**src/rtl/pixel_pkg.sv**
```systemverilog
// ---------------------------------------------------------------------------
// pixel_pkg
// Shared definitions for the pixel output framer:
//   PIX_W           - RGB pixel width (24 bits)
//   ENTRY_W         - buffered entry width {sof, eol, eof, pixel} (27 bits)
//   pix_entry_t     - packed layout of one buffered entry
//   framer_state_e  - framer FSM encoding (IDLE=0, STREAM=1, FLUSH=2)
//   make_entry()    - packs a pixel together with its frame markers
// ---------------------------------------------------------------------------
package pixel_pkg;

  localparam int PIX_W   = 24;
  localparam int ENTRY_W = PIX_W + 3;

  typedef struct packed {
    logic             sof;
    logic             eol;
    logic             eof;
    logic [PIX_W-1:0] pixel;
  } pix_entry_t;

  typedef enum logic [1:0] {
    IDLE   = 2'd0,
    STREAM = 2'd1,
    FLUSH  = 2'd2
  } framer_state_e;

  function automatic pix_entry_t make_entry(
    input logic             sof,
    input logic             eol,
    input logic             eof,
    input logic [PIX_W-1:0] pixel
  );
    pix_entry_t e;
    e.sof   = sof;
    e.eol   = eol;
    e.eof   = eof;
    e.pixel = pixel;
    return e;
  endfunction

endpackage

```
**src/rtl/pixel_fifo.sv**
```systemverilog
// ---------------------------------------------------------------------------
// pixel_fifo
// First-word-fall-through buffer: the oldest entry is always presented on
// rdata_o while empty_o is low, so a word pushed into an empty buffer is
// visible right after the pushing edge.
// Ports:
//   clk, rst_n        - clock, asynchronous active-low reset
//   push_i, wdata_i   - write request and data (ignored while full)
//   pop_i             - read request (ignored while empty)
//   rdata_o           - head entry
//   full_o, empty_o   - occupancy flags
//   count_o           - number of stored entries (0..DEPTH)
// DEPTH must be a power of two so the pointers wrap naturally.
// ---------------------------------------------------------------------------
module pixel_fifo #(
  parameter int WIDTH = 27,
  parameter int DEPTH = 16
) (
  input  logic                       clk,
  input  logic                       rst_n,
  input  logic                       push_i,
  input  logic [WIDTH-1:0]           wdata_i,
  input  logic                       pop_i,
  output logic [WIDTH-1:0]           rdata_o,
  output logic                       full_o,
  output logic                       empty_o,
  output logic [$clog2(DEPTH):0]     count_o
);

  localparam int AW = $clog2(DEPTH);
  localparam int CW = AW + 1;

  logic [WIDTH-1:0] mem_q [DEPTH];
  logic [AW-1:0]    wr_ptr_q, wr_ptr_d;
  logic [AW-1:0]    rd_ptr_q, rd_ptr_d;
  logic [CW-1:0]    count_q, count_d;
  logic             push_ok_s;
  logic             pop_ok_s;

  assign full_o    = (count_q == CW'(DEPTH));
  assign empty_o   = (count_q == {CW{1'b0}});
  assign push_ok_s = push_i & ~full_o;
  assign pop_ok_s  = pop_i & ~empty_o;
  assign rdata_o   = mem_q[rd_ptr_q];
  assign count_o   = count_q;

  // Next pointer and occupancy; simultaneous push and pop keeps the count.
  always_comb begin
    wr_ptr_d = wr_ptr_q;
    rd_ptr_d = rd_ptr_q;
    count_d  = count_q;
    if (push_ok_s) begin
      wr_ptr_d = wr_ptr_q + AW'(1);
    end else begin
      wr_ptr_d = wr_ptr_q;
    end
    if (pop_ok_s) begin
      rd_ptr_d = rd_ptr_q + AW'(1);
    end else begin
      rd_ptr_d = rd_ptr_q;
    end
    case ({push_ok_s, pop_ok_s})
      2'b10:   count_d = count_q + CW'(1);
      2'b01:   count_d = count_q - CW'(1);
      default: count_d = count_q;
    endcase
  end

  // Pointer and occupancy registers.
  always_ff @(posedge clk or negedge rst_n) begin
    if (!rst_n) begin
      wr_ptr_q <= {AW{1'b0}};
      rd_ptr_q <= {AW{1'b0}};
      count_q  <= {CW{1'b0}};
    end else begin
      wr_ptr_q <= wr_ptr_d;
      rd_ptr_q <= rd_ptr_d;
      count_q  <= count_d;
    end
  end

  // Storage array; contents are only meaningful below count_q, so no reset.
  always_ff @(posedge clk) begin
    if (push_ok_s) begin
      mem_q[wr_ptr_q] <= wdata_i;
    end
  end

endmodule

```
**src/rtl/pixel_out_framer.sv**
```systemverilog
// ---------------------------------------------------------------------------
// pixel_out_framer
// Takes pixels from the transform stage, tags each accepted pixel with its
// frame position markers (sof/eol/eof), buffers them in a FWFT FIFO and
// presents them to a valid/ready sink. Once the last pixel of a frame is
// accepted, input is blocked until that pixel has left the buffer, so two
// frames never share the buffer.
// Ports:
//   clk, rst                  - clock, asynchronous active-low reset
//   in_valid/in_data/in_ready - pixel input handshake
//   out_valid/out_ready       - beat output handshake
//   out_data, out_sof/eol/eof - head pixel and its markers (0 when empty)
//   frame_done                - one-cycle pulse after the eof beat pops
//   overflow                  - sticky: a pixel arrived while the FIFO was full
//   busy                      - a frame is in progress (STREAM or FLUSH)
//   frame_sum                 - only with FRAMER_CHECKSUM_EN: mod-2^24 sum of
//                               the popped pixels of the current frame
// Optional feature macro: FRAMER_CHECKSUM_EN
// ---------------------------------------------------------------------------
module pixel_out_framer
  import pixel_pkg::*;
#(
  parameter int IMG_W      = 1024,
  parameter int IMG_H      = 1024,
  parameter int FIFO_DEPTH = 16
) (
  input  logic             clk,
  input  logic             rst,
  input  logic             in_valid,
  input  logic [PIX_W-1:0] in_data,
  output logic             in_ready,
  output logic             out_valid,
  input  logic             out_ready,
  output logic [PIX_W-1:0] out_data,
  output logic             out_sof,
  output logic             out_eol,
  output logic             out_eof,
  output logic             frame_done,
  output logic             overflow,
  output logic             busy
`ifdef FRAMER_CHECKSUM_EN
  ,
  output logic [PIX_W-1:0] frame_sum
`endif
);

  localparam int XW = (IMG_W > 1) ? $clog2(IMG_W) : 1;
  localparam int YW = (IMG_H > 1) ? $clog2(IMG_H) : 1;
  localparam int CW = $clog2(FIFO_DEPTH) + 1;
  localparam logic [XW-1:0] X_LAST = XW'(IMG_W - 1);
  localparam logic [YW-1:0] Y_LAST = YW'(IMG_H - 1);

  framer_state_e      state_q, state_d;
  logic [XW-1:0]      x_q, x_d;
  logic [YW-1:0]      y_q, y_d;
  logic               overflow_q, overflow_d;
  logic               frame_done_q, frame_done_d;

  logic               fifo_full_s;
  logic               fifo_empty_s;
  logic [CW-1:0]      fifo_count_unused_s;
  logic [ENTRY_W-1:0] head_raw_s;
  pix_entry_t         head_s;
  pix_entry_t         in_entry_s;
  logic               accept_s;
  logic               pop_s;
  logic               sof_s;
  logic               eol_s;
  logic               eof_s;

  // Markers describe the position of the pixel being accepted this cycle.
  assign sof_s      = (x_q == {XW{1'b0}}) && (y_q == {YW{1'b0}});
  assign eol_s      = (x_q == X_LAST);
  assign eof_s      = eol_s && (y_q == Y_LAST);
  assign in_entry_s = make_entry(sof_s, eol_s, eof_s, in_data);

  // Reset is folded in so the source sees not-ready for the whole reset.
  assign in_ready  = rst & ~fifo_full_s & (state_q != FLUSH);
  assign accept_s  = in_valid & in_ready;
  assign out_valid = ~fifo_empty_s;
  assign pop_s     = out_valid & out_ready;
  assign head_s    = pix_entry_t'(head_raw_s);

  // Head fields are masked while empty so stale storage never leaks out.
  assign out_data   = out_valid ? head_s.pixel : {PIX_W{1'b0}};
  assign out_sof    = out_valid & head_s.sof;
  assign out_eol    = out_valid & head_s.eol;
  assign out_eof    = out_valid & head_s.eof;
  assign frame_done = frame_done_q;
  assign overflow   = overflow_q;
  assign busy       = (state_q != IDLE);

  pixel_fifo #(
    .WIDTH (ENTRY_W),
    .DEPTH (FIFO_DEPTH)
  ) u_fifo (
    .clk     (clk),
    .rst_n   (rst),
    .push_i  (accept_s),
    .wdata_i (in_entry_s),
    .pop_i   (pop_s),
    .rdata_o (head_raw_s),
    .full_o  (fifo_full_s),
    .empty_o (fifo_empty_s),
    .count_o (fifo_count_unused_s)
  );

  // Column/row position; only accepted pixels advance it, drops do not.
  always_comb begin
    x_d = x_q;
    y_d = y_q;
    if (accept_s) begin
      if (eol_s) begin
        x_d = {XW{1'b0}};
        if (y_q == Y_LAST) begin
          y_d = {YW{1'b0}};
        end else begin
          y_d = y_q + YW'(1);
        end
      end else begin
        x_d = x_q + XW'(1);
        y_d = y_q;
      end
    end else begin
      x_d = x_q;
      y_d = y_q;
    end
  end

  // Frame FSM next state plus the sticky drop flag and done pulse.
  always_comb begin
    state_d      = state_q;
    overflow_d   = overflow_q | (in_valid & fifo_full_s);
    frame_done_d = pop_s & head_s.eof;
    case (state_q)
      IDLE: begin
        if (accept_s) begin
          // A one-pixel frame goes straight to FLUSH.
          state_d = eof_s ? FLUSH : STREAM;
        end else begin
          state_d = IDLE;
        end
      end
      STREAM: begin
        if (accept_s && eof_s) begin
          state_d = FLUSH;
        end else begin
          state_d = STREAM;
        end
      end
      FLUSH: begin
        // The eof beat is the last entry of the frame in the buffer.
        if (pop_s && head_s.eof) begin
          state_d = IDLE;
        end else begin
          state_d = FLUSH;
        end
      end
      default: state_d = IDLE;
    endcase
  end

  // Control state registers.
  always_ff @(posedge clk or negedge rst) begin
    if (!rst) begin
      state_q      <= IDLE;
      x_q          <= {XW{1'b0}};
      y_q          <= {YW{1'b0}};
      overflow_q   <= 1'b0;
      frame_done_q <= 1'b0;
    end else begin
      state_q      <= state_d;
      x_q          <= x_d;
      y_q          <= y_d;
      overflow_q   <= overflow_d;
      frame_done_q <= frame_done_d;
    end
  end

`ifdef FRAMER_CHECKSUM_EN
  logic [PIX_W-1:0] sum_q, sum_d;

  // Running sum of popped pixels; a popped sof beat restarts the sum.
  always_comb begin
    sum_d = sum_q;
    if (pop_s) begin
      if (head_s.sof) begin
        sum_d = head_s.pixel;
      end else begin
        sum_d = sum_q + head_s.pixel;
      end
    end else begin
      sum_d = sum_q;
    end
  end

  // Checksum register.
  always_ff @(posedge clk or negedge rst) begin
    if (!rst) begin
      sum_q <= {PIX_W{1'b0}};
    end else begin
      sum_q <= sum_d;
    end
  end

  assign frame_sum = sum_q;
`endif

endmodule

```
**config.mk**
```make
export PLATFORM = sky130hd
export DESIGN_NAME = pixel_out_framer
export DESIGN_NICKNAME = d
export VERILOG_FILES = /design/src/rtl/pixel_pkg.sv /design/src/rtl/pixel_fifo.sv /design/src/rtl/pixel_out_framer.sv
export SDC_FILE = /design/constraint.sdc
export NUM_CORES = 1
export LEC_CHECK = 0
export CORE_MARGIN = 5
export CORE_UTILIZATION = 30
export DETAILED_ROUTE_END_ITERATION = 16
export GPL_ROUTABILITY_DRIVEN = 0
export SYNTH_ARGS = -nofsm -noshare
export SYNTH_HDL_FRONTEND = slang
export SYNTH_SLANG_ARGS = --single-unit
```
**constraint.sdc**
```tcl
create_clock -name clk -period 10.95 [get_ports clk]
set_input_delay 1.095 -clock clk [delete_from_list [all_inputs] [get_ports clk]]
set_output_delay 1.095 -clock clk [all_outputs]
set_load 0.03 [all_outputs]
```
==> metrics, run 1 <==
r2r setup slk=about 7.6 ns; GRT met1 Usage=between 15 and 20%; area of the core=between 60000 and 70000 sq um; layout cells sized above 1=roughly a quarter; max_cap viols=0; Unique masters post-synth=43; met3 GRT Util=around 2%; Top cell by count, worst path=mux4_2; setup TNS=0 ns; Final Hold Vio Count=0; leakage=a little under 7 nW; FF-to-FF path depth=14; H-tree depth=2; grt met2 use=between 20% and 30%; syn nets=roughly 900; Slew @ Worst Pin=approximately 1.2 ns; DRT iter0 DRCs=around 860; unrepaired setup endpoints after global routing=no; synth top area cells=edfxtp_1, mux4_2, dfrtp_1, and2_1, ha_1; Mapped Cells=roughly 860; final setup vio count=0; CTS hold repair buffers=0; Max rail drop VDD=just over 0.00009 V; Initial Util=a little under a third; Bufs on Longest Clock Path=3; TritonRoute pass-1 iters=7; final period utilization=48.7%; initial antenna violation count=2; Rows=91; Hold Path Stages=1; Post-CTS Resized=0; Mapped Area=~18000 sq um; syn_area_per_cell=about 21 sq um; cell area power density=about 160 nW/um^2; clock latency on the worst-skew pair=0.55 ns; final cell count without fillers=roughly 1800; vias per cell=between 4 and 5; critical path type=reg -> out; share of async-settable or async-resettable flops after synthesis=under 10%; P&R area growth vs syn=16.8%; Root Buffer=clkbuf_16; highest clock rate=approximately 0.19 GHz; placed cells=1694; crit-path max FO=between 40 and 50; GRT busiest layer=met2; wire per inst=between 20 and 25 microns; minimum clock period=approximately 5.3 ns; Req. time, crit path=9.86 ns; DRC=0; FF+latch count, synth=roughly 470; routed wire length=~41000 microns; clock-pin slew on the worst setup and hold paths=roughly 0.06 ns; Post-CTS Setup Inserts=0; DR vias=about 8700; commonest non-fill, non-tap cell in the layout=edfxtp_1; max-slew violations=0; all-layer global routing usage=about an eighth; Setup crit start kind=flop; first-pass GRT wire length=61000 microns; reg-to-reg startpoint=u_fifo.count_o[2]$_DFFE_PN0P_; area share of the largest cell type after synthesis=70.3%; count of clock tree sinks=between 400 and 500; Hold Crit Class=reg -> reg; cell taking the most area after synthesis=edfxtp_1; Buffers on Ports=roughly 60; commonest cells after routing, fill and taps aside=edfxtp_1, mux4_2, clkdlybuf4s50_1; CTS tree=done; cell chain of the critical path=buf_4 > mux4_2 > mux4_2 > and2_1 > clkdlybuf4s50_1; DRT antenna net count=0; status=completed; Die Span X=roughly 260 microns; vias in the first global route=between 9000 and 10000; final core utilization=35.1%; Final Skew=0.0154 ns; FILL cells=between 5000 and 6000; I/O pins=60; EDFF count, synth=approximately 430; CTS Buf Count=45; yosys warns=0; FF-to-FF End=u_fifo.count_o[4]$_DFFE_PN0P_; ys flop type=edfxtp_1; Worst slew margin=about a fifth; largest net degree at the start of global routing=60; GR Overflow Total=0; Final Net Count=slightly below 1000; Hold EP=state_q[0]$_DFF_PN0_; WP data arrival=around 4.2 ns; die area=around 67000 sq um; Power Total=roughly 3.6 mW; CP peak stage delay=between 0.9 and 1 ns; hold wc startpoint=state_q[1]$_DFF_PN0_; DP Wirelength=21600 microns; Crit. End Element=primary output; Die H=258 microns; CP max-delay cell=dfrtp_4; sequential fraction of the synthesis area=75.3%
[metrics by stage]
step / hold slack, ns / setup slack, ns / cell area (sq um)
2_1_floorplan: 0.441 / 6.31 / 18500
3_3_place_gp: 0.461 / 6.10 / 20100
3_5_place_dp: 0.463 / 6.06 / 20100
4_1_cts: 0.480 / 5.47 / 21600
5_1_grt: 0.501 / 5.29 / 21600
6_report: 0.476 / 5.62 / 21600
[worst max-delay path by stage]
stage                                   start                      endpoint  depth (start not counted)
2_1_floorplan                             rst  u_fifo.mem_q[0][0]$_DFFE_PP_                          3
3_3_place_gp   u_fifo.rd_ptr_q[0]$_DFFE_PN0P_                       out_eof                          6
3_5_place_dp   u_fifo.rd_ptr_q[0]$_DFFE_PN0P_                       out_eof                          6
4_1_cts        u_fifo.rd_ptr_q[0]$_DFFE_PN0P_                       out_eof                          6
5_1_grt        u_fifo.rd_ptr_q[0]$_DFFE_PN0P_                       out_eof                          6
6_report       u_fifo.rd_ptr_q[0]$_DFFE_PN0P_                  out_data[21]                          5
[kinds of logic after synthesis]
family	share of synthesized area [%]
xor gates and xnor gates	0.996
adders and majority gates	0.813
AOI/OAI and AO/OA	1.36
buffers and inverters	1.57
and+or+nand+nor	3.58
muxes	16.4
DFF	75.3
[metal layers]
metal | wire [microns] | part of all wire (%) | vias to the layer above
met5 | 7 | 0.017 | -
met3 | 1700 | 4.2 | 46
met4 | 669 | 1.6 | 2
met2 | 21300 | 52 | 177
met1 | 17100 | 42 | 4737
li1 | - | - | 3753
[power breakdown]
part	leakage [nW]	internal, mW	total [mW]	switching [mW]
Sequential	4.49	1.95	1.95	0
Clock	0.732	0.933	1.58	0.643
Combinational	1.58	0.00830	0.0298	0.0215
Total	6.80	2.89	3.56	0.665
[worst max-delay path: cells and delay by family, from the launching register on]
kind / cells / cell delay (ns)
and+or+nand+nor: 1 / 0.23
muxes: 2 / 1.07
buffers and inverters: 2 / 1.40
DFF: 1 / 0.91
[final cells by class]
| cell class | instances | area, sq um | area share, % |
|---|---|---|---|
| Timing Repair Buffer | 80 | 743 | 3.45 |
| Tap cell | 790 | 988 | 4.58 |
| Clock buffer | 54 | 1180 | 5.48 |
| Inverter | 20 | 75.1 | 0.348 |
| Sequential cell | 469 | 13900 | 64.5 |
| Multi-Input combinational cell | 335 | 4360 | 20.2 |
| Clock inverter | 28 | 312 | 1.44 |
| Antenna cell | 2 | 5.00 | 0.0232 |
[state kept, by name, summed over array words and instances, names as in the netlist]
name and flops:
frame_done 1, overflow 1, state_q 2, u_fifo.count_o 5
u_fifo.mem_q 432, u_fifo.rd_ptr_q 4, u_fifo.wr_ptr_q 4, x_q 10
y_q 10
[cell usage after synthesis (2+ instances only)]
library cell    n
buf_2           7
a211oi_1        2
and3_1          6
and2_1         26
nor2b_1         2
xor2_1          7
clkbuf_1       16
or3_1           3
xnor2_1        14
nand4_1         6
inv_1          18
nand2b_1        4
o21ai_0        15
nor4_1         10
o31ai_1         5
buf_6           8
nand2_1        25
mux4_2        132
nand3_1        12
mux2i_1         4
edfxtp_1      432
a21oi_1         4
nor3_1          9
buf_1           6
nor2_1         20
a221oi_1        4
dfrtp_1        37
ha_1           12
nand3b_1        2
(Power assumes the default switching activity.)
==> run 2: changes to the inputs <==
==> constraint.sdc (replaced) <==
create_clock -name clk -period 5.37 [get_ports clk]
set_input_delay 0.537 -clock clk [delete_from_list [all_inputs] [get_ports clk]]
set_output_delay 0.537 -clock clk [all_outputs]
set_load 0.03 [all_outputs]
==> metrics, run 2 (same netlist as run 1, synthesis figures left out) <==
placed cells=1697 (+0.18%); CTS tree=done; die area=66600 sq um (unchanged); final cell count without fillers=1780 (+0.11%); P_sw=1.36 mW (+110%); Worst slew margin=25.5% (+5.0 points); H-tree depth=2 (unchanged); Req. time, crit path=4.83 ns (-5.03 ns); status=completed; CTS hold repair buffers=0 (unchanged); FF-to-FF End=u_fifo.count_o[4]$_DFFE_PN0P_; sequential share of power=56.4% (+1.5 points); max-slew violations=0 (unchanged); Max rail drop VDD=0.000198 V (+110%); minimum clock period=4.25 ns; TritonRoute pass-1 iters=5 (-2); vias in the first global route=9068 (-2.2%); leakage=6.79 nW (-0.14%); Gate power share=0.9% (about the same); CTS Buf Count=46 (+2.2%); DR vias=8627 (-1.0%); Slew @ Worst Pin=1.11 ns (-0.0791 ns); Power Total=7.06 mW (+98%); DRC=0 (unchanged); share of total power in the clock network=42.8% (-1.5 points); initial antenna violation count=4 (+2); Die Span X=258 microns (unchanged); Post-CTS Resized=0 (unchanged); Final Net Count=995 (+0.40%); max reg flops=432 (unchanged); critical path type=reg -> out; GR Overflow Total=0 (unchanged); Power Internal=5.70 mW (+97%); Die H=258 microns (unchanged); unrepaired setup endpoints after global routing=no; Bufs on Longest Clock Path=3 (unchanged); setup TNS=0 ns (unchanged); Top Registers=u_fifo.mem_q x432, x_q x10, y_q x10; r2r setup slk=2.12 ns (-5.45 ns); Initial Util=30.1% (unchanged); Final Hold Vio Count=0 (unchanged); register bank with the most flops=u_fifo.mem_q; layout cells sized above 1=24.8% (+0.43 points); FF-to-FF path depth=13 (-1); DP Wirelength=21700 microns (+0.73%); largest net degree at the start of global routing=109 (+82%); Setup crit start kind=flop; final setup vio count=0 (unchanged); final period utilization=between 70% and 80%; routed wire length=39900 microns (-2.0%); highest clock rate=~0.24 GHz; wire per inst=22.4 microns (-2.1%); vias per cell=4.85 (-1.1%); cell area power density=328 nW/um^2 (+99%); Sw Ratio=19.3% (+0.63 points); P&R area growth vs syn=16.7% (about the same); first-pass GRT wire length=59600 microns (-2.4%); Final Skew=0.0170 ns (+0.00159 ns); clock-pin slew on the worst setup and hold paths=0.06 ns (about the same); commonest cells after routing, fill and taps aside=edfxtp_1, mux4_2, clkdlybuf4s50_1; post-route setup slack=1.12 ns (-4.50 ns); Crit. End Element=primary output; I/O pins=60 (unchanged); crit-path max FO=33 (-20%); area of the core=61400 sq um (unchanged); Root Buffer=clkbuf_16; DRT iter0 DRCs=696 (-19%); Rows=91 (unchanged); max_cap viols=0 (unchanged); Buffers on Ports=59 (unchanged); WP data arrival=3.71 ns (-0.53 ns); reg-to-reg startpoint=u_fifo.count_o[2]$_DFFE_PN0P_; commonest non-fill, non-tap cell in the layout=edfxtp_1; dpl ws=1.58 ns (-4.49 ns); all-layer global routing usage=11.8% (-0.27 points); count of clock tree sinks=469 (unchanged); DRT antenna net count=0 (unchanged); Hold Crit Class=in -> async; clock latency on the worst-skew pair=0.56 ns (about the same); Post-CTS Setup Inserts=0 (unchanged)
## run 2: stage by stage
stage	instance area [sq um]	hold WS (ns)	utilization [%]
after floorplan	18500	0.241	-
after global placement	20100	0.463	32.8
after detailed placement	20100	0.470	32.8
after CTS	21500	0.120	35.1
after global routing	21500	0.154	35.1
final	21500	0.100	35.1
## run 2: power by group through the flow
stage | Sequential (mW) | Clock (mW) | Combinational (mW)
floorplan | 4.06 | 0 | 0.0000402
global placement | 4.06 | 0 | 0.0581
detailed placement | 4.06 | 0 | 0.0616
CTS | 3.98 | 3.09 | 0.0617
global route | 3.98 | 3.23 | 0.0677
finish | 3.98 | 3.02 | 0.0606
## run 2: worst max path at each step
stage / startpoint / end / cells after the start
global route: u_fifo.rd_ptr_q[0]$_DFFE_PN0P_ / out_sof / 5
finish: u_fifo.rd_ptr_q[0]$_DFFE_PN0P_ / out_data[17] / 5
floorplan: u_fifo.count_o[2]$_DFFE_PN0P_ / u_fifo.mem_q[0][0]$_DFFE_PP_ / 5
global placement: u_fifo.rd_ptr_q[0]$_DFFE_PN0P_ / out_sof / 5
detailed placement: u_fifo.rd_ptr_q[0]$_DFFE_PN0P_ / out_sof / 5
CTS: u_fifo.rd_ptr_q[0]$_DFFE_PN0P_ / out_sof / 5
## run 2: final cells by class
| type | instances | area [sq um] |
|---|---|---|
| Fill cell | 5590 | 39800 |
| Sequential cell | 469 | 13900 |
| Multi-Input combinational cell | 335 | 4360 |
| Clock buffer | 62 | 1260 |
| Tap cell | 790 | 988 |
| Timing Repair Buffer | 83 | 816 |
| Clock inverter | 20 | 140 |
| Inverter | 20 | 75.1 |
| Antenna cell | 1 | 2.50 |
## run 2: critical path: stages, from the launching register on
cell             delay (ns)
dfrtp_4                0.85
buf_4                  0.43
mux4_2                 0.55
mux4_2                 0.50
and2_1                 0.18
clkdlybuf4s50_1        0.60
## run 2: routing by layer
metal  vias to the layer above  global-route usage (%)  share of wire, %
li1                       3748                       -                 -
met1                      4645                    15.5                43
met2                       164                    20.6                51
met3                        64                    1.98               3.9
met4                         6                    3.16               2.2
met5                         -                       0             0.098
